<file path="src/rtl/decoder_scan_seq.sv">
// Break-before-make 3-to-8 decoder scanner: drives channels 0..7 for dwell+1
// cycles each with a one-cycle blank between channels, continuous or single sweep.
module decoder_scan_seq #(
    parameter int DW = 4
) (
    input  logic          clk,
    input  logic          rst,
    input  logic          start,
    input  logic          stop,
    input  logic          mode,
    input  logic [DW-1:0] dwell,
    output logic          EN,
    output logic          A,
    output logic          B,
    output logic          C,
    output logic          busy,
    output logic          done
);

    typedef enum logic [1:0] {
        S_IDLE  = 2'd0,
        S_DRIVE = 2'd1,
        S_BLANK = 2'd2,
        S_DONE  = 2'd3
    } state_t;

    state_t        state_q;
    logic [2:0]    chan_q;
    logic [DW-1:0] cnt_q;
    logic [DW-1:0] dwell_q;
    logic          mode_q;
    logic          en_q;
    logic          busy_q;
    logic          done_q;

    logic [2:0]    chan_d;
    logic          last_d;

    // 3-bit increment wraps 7 -> 0 naturally for continuous mode
    assign chan_d = chan_q + 3'd1;
    assign last_d = (chan_q == 3'd7) && mode_q;

    always_ff @(posedge clk) begin
        if (rst) begin
            state_q <= S_IDLE;
            chan_q  <= 3'd0;
            cnt_q   <= '0;
            dwell_q <= '0;
            mode_q  <= 1'b0;
            en_q    <= 1'b0;
            busy_q  <= 1'b0;
            done_q  <= 1'b0;
        end else begin
            case (state_q)
                S_IDLE: begin
                    en_q   <= 1'b0;
                    busy_q <= 1'b0;
                    done_q <= 1'b0;
                    chan_q <= 3'd0;
                    // stop wins over a simultaneous start
                    if (start && !stop) begin
                        mode_q  <= mode;
                        dwell_q <= dwell;
                        cnt_q   <= dwell;
                        en_q    <= 1'b1;
                        busy_q  <= 1'b1;
                        state_q <= S_DRIVE;
                    end
                end
                S_DRIVE: begin
                    if (stop) begin
                        state_q <= S_IDLE;
                        chan_q  <= 3'd0;
                        cnt_q   <= '0;
                        en_q    <= 1'b0;
                        busy_q  <= 1'b0;
                    end else if (cnt_q == '0) begin
                        en_q <= 1'b0;
                        if (last_d) begin
                            state_q <= S_DONE;
                            busy_q  <= 1'b0;
                            done_q  <= 1'b1;
                        end else begin
                            state_q <= S_BLANK;
                            chan_q  <= chan_d;
                        end
                    end else begin
                        cnt_q <= cnt_q - 1'b1;
                    end
                end
                S_BLANK: begin
                    if (stop) begin
                        state_q <= S_IDLE;
                        chan_q  <= 3'd0;
                        cnt_q   <= '0;
                        busy_q  <= 1'b0;
                    end else begin
                        state_q <= S_DRIVE;
                        cnt_q   <= dwell_q;
                        en_q    <= 1'b1;
                    end
                end
                S_DONE: begin
                    state_q <= S_IDLE;
                    chan_q  <= 3'd0;
                    done_q  <= 1'b0;
                end
                default: begin
                    state_q <= S_IDLE;
                    chan_q  <= 3'd0;
                    en_q    <= 1'b0;
                    busy_q  <= 1'b0;
                    done_q  <= 1'b0;
                end
            endcase
        end
    end

    assign EN   = en_q;
    assign A    = chan_q[2];
    assign B    = chan_q[1];
    assign C    = chan_q[0];
    assign busy = busy_q;
    assign done = done_q;

endmodule
</file>
<file path="config.mk">
export PLATFORM = sky130hd
export DESIGN_NAME = decoder_scan_seq
export DESIGN_NICKNAME = d
export VERILOG_FILES = /design/src/rtl/decoder_scan_seq.sv
export SDC_FILE = /design/constraint.sdc
export NUM_CORES = 1
export LEC_CHECK = 0
export CORE_MARGIN = 3
export CORE_UTILIZATION = 45
export DETAILED_ROUTE_END_ITERATION = 8
export GPL_TIMING_DRIVEN = 0
export PLACE_DENSITY = 0.72
export SLEW_MARGIN = 20
export SYNTH_ARGS = -nofsm -noshare
export SYNTH_HDL_FRONTEND = slang
export SYNTH_SLANG_ARGS = --single-unit
export TNS_END_PERCENT = 30
</file>
<file path="constraint.sdc">
create_clock -name clk -period 1.9 [get_ports clk]
set_input_delay 0.285 -clock clk [delete_from_list [all_inputs] [get_ports clk]]
set_output_delay 0.285 -clock clk [all_outputs]
set_load 0.005 [all_outputs]
</file>
==> flow_summary.yaml <==
run_status:
  status: "completed"
timing:
  rsz0062_at_grt: "yes"
  slew_violations: 0
  period_minus_slack_ps: 1780
  relSlewSlack: 0.585
  fin_skew_ps: 8.48
  final_hold_viol_count: 0
  fmax_mhz: 561
  setup_violations: 0
  fin_crit_sh: 0.938
  worst_slew_pin_slew_ps: 618
clocking:
  cts_resized: 0
  cts_buffers: 3
  clock_latency_ps: 300
  htree_levels: 1
  clk_path_buf_depth: 2
  cts_setup_buffers: 0
  clock_sinks: 17
  cts_hold_buffers: 0
  clk_pin_slew_ps: 100
  cts_tree: "built"
  cts_root_buf: "clkbuf_4"
global_routing:
  grt_pass1_vias: 771
  grt_max_degree: 11
  grt.overflow.total: 0
  antenna_found_initial: 0
  grt_usage: 0.165
  grt_pass1_wl_mm: 3.34
detailed_routing:
  dr.pass1.iters: 4
  wl_mm: 1.95
  via_per_inst: 5.55
  drt-initial-drc-count: 30
  route.top_layer_used: "met4"
  met2_length_um: 812
  avgRoutedWirePerCell_um: 13.1
  route.met3.wl_um: 121
  post-route-drc-count: 0
  ant_nets: 0
  via_count: 822
  wl_met1_um: 987
placed_design:
  portBuffers: 13
  place.gp.congestion: 0.849
  dp_hpwl_mm: 1.44
critical_path:
  worst_setup_path_start_kind: "flip-flop"
  r2r_slack_ps: 120
  rr_worst_depth: 5
  cp_max_fo: 7
  crit_type: "flip-flop to flip-flop"
  end_kind: "flip-flop"
  cp.arrival_ps: 1990
  worst_ep_required_time_ps: 2110
  r2r-end: "cnt_q[2]"
  r2r-start: "state_q[0]"
final_layout:
  nFillCells: 175
  drive_gt1_frac: 0.0894
  area_growth_pct: 21.8
  num_antenna_cells: 0
  layout_commonest_cell: "dfxtp_1"
  finish.utilization: 0.621
  nets: 141
  layout_common_cells: "17 x dfxtp_1, 16 x nor2_1, 13 x clkdlybuf4s50_1"
  multiInputGateArea_um2: 593
  seq_area_um2: 340
synthesis:
  synthCells: 107
  ys.flop_type: "dfxtp_1"
  synthesis.nets: 124
  async_flop_share: 0
  yosysSeqAreaShare: 0.359
  ys_types: 34
  synth-seq-cells: 17
  synth.avg_cell_area_um2: 8.85
  ys_warn_count: 0
  synth_edf_count: 0
  syn-cell-area_um2: 947
floorplanning:
  start_util: 0.510
  fp.dieW_um: 51.9
  top_level_ports: 15
  die_h_um: 51.9
  rows: 15
  fp.coreArea_um2: 1860
  die_area_um2: 2690
hold_path:
  hp-start: "rst"
  holdCritPathClass: "input pin to flip-flop"
  holdPathEnd: "busy"
  whs_path_depth: 2
power:
  power_density_nw_per_um2: 875
  power_mw: 1.01
  ir_drop_mv: 0.460
  leakage_nw: 0.464
run:
  drv_cap: 0
==> layout make-up <==
cell class | count | share of cell area
plain buffers | 3 | 0.0108
clock buffers | 3 | 0.0195
clock inverters | 1 | 0.00434
inverters | 5 | 0.0163
multi-input cells | 81 | 0.514
flip-flops and latches | 17 | 0.295
well taps | 25 | 0.0271
repair buffers | 13 | 0.113
==> logic make-up after synthesis <==
family	Yosys count	synth area share
XOR/XNOR	1	0.00925
flip-flops	17	0.359
AO/OA/AOI/OAI	29	0.218
AND/OR/NAND/NOR	37	0.209
adder cells (fa/ha/maj)	8	0.106
multiplexers	6	0.0634
buffers and inverters	9	0.0357
==> stage by stage <==
stage	hold WS (ps)	worst slack, ps	TNS, ps	std cells	area (µm²)
after floorplan	429	306	0	107	947
after global placement	446	-148	-427	145	1110
after detailed placement	447	-118	-429	145	1110
after CTS	362	56.9	0	149	1140
after global routing	434	-20.0	-20.0	148	1150
final	361	118	0	148	1150
==> routing by layer <==
metal | track usage | up-vias
li1 | - | 430
met1 | 0.226 | 368
met2 | 0.255 | 20
met3 | 0.0372 | 4
met4 | 0.0524 | 0
met5 | 0 | -
==> worst max-delay path, stage by stage, from the launching register on <==
cell and delay (ps):
dfxtp_1 390, inv_1 70, ha_1 290, nor3_1 550
a221oi_4 110, a311oi_1 270
==> worst max path at each step <==
stage               start       end  slack [ps]
3_5_place_dp         stop  cnt_q[2]        -120
6_report       state_q[0]  cnt_q[2]         120
2_1_floorplan  state_q[1]  cnt_q[3]         310
5_1_grt        state_q[1]  cnt_q[2]         -20
3_3_place_gp         stop  cnt_q[2]        -150
4_1_cts        state_q[1]  cnt_q[2]          60
==> cell usage after synthesis (2+ instances only) <==
cell type | instances | area share
o21ai_0 | 5 | 0.026
or4_1 | 2 | 0.016
o31ai_1 | 2 | 0.016
inv_1 | 5 | 0.020
dfxtp_1 | 17 | 0.36
nand2_1 | 6 | 0.024
a21oi_1 | 5 | 0.026
mux2i_1 | 6 | 0.063
ha_1 | 8 | 0.11
a311oi_1 | 4 | 0.037
nor3_1 | 2 | 0.011
a22oi_1 | 3 | 0.024
nor2b_1 | 2 | 0.013
a211oi_1 | 2 | 0.016
a31oi_1 | 2 | 0.013
clkbuf_1 | 3 | 0.012
nor2_1 | 16 | 0.063
==> where the power goes <==
part | total [mW] | switching (mW) | leakage (nW) | internal [mW]
clock | 0.196 | 0.118 | 0.0177 | 0.0784
combinational | 0.374 | 0.197 | 0.307 | 0.177
sequential | 0.439 | 0.0432 | 0.139 | 0.396
==> sequential cells by signal, summed over array words and instances, names as in the netlist <==
name     count
dwell_q      4
busy         1
chan_q       3
EN           1
state_q      2
mode_q       1
done         1
cnt_q        4
Power figures use the tool's default switching activity.
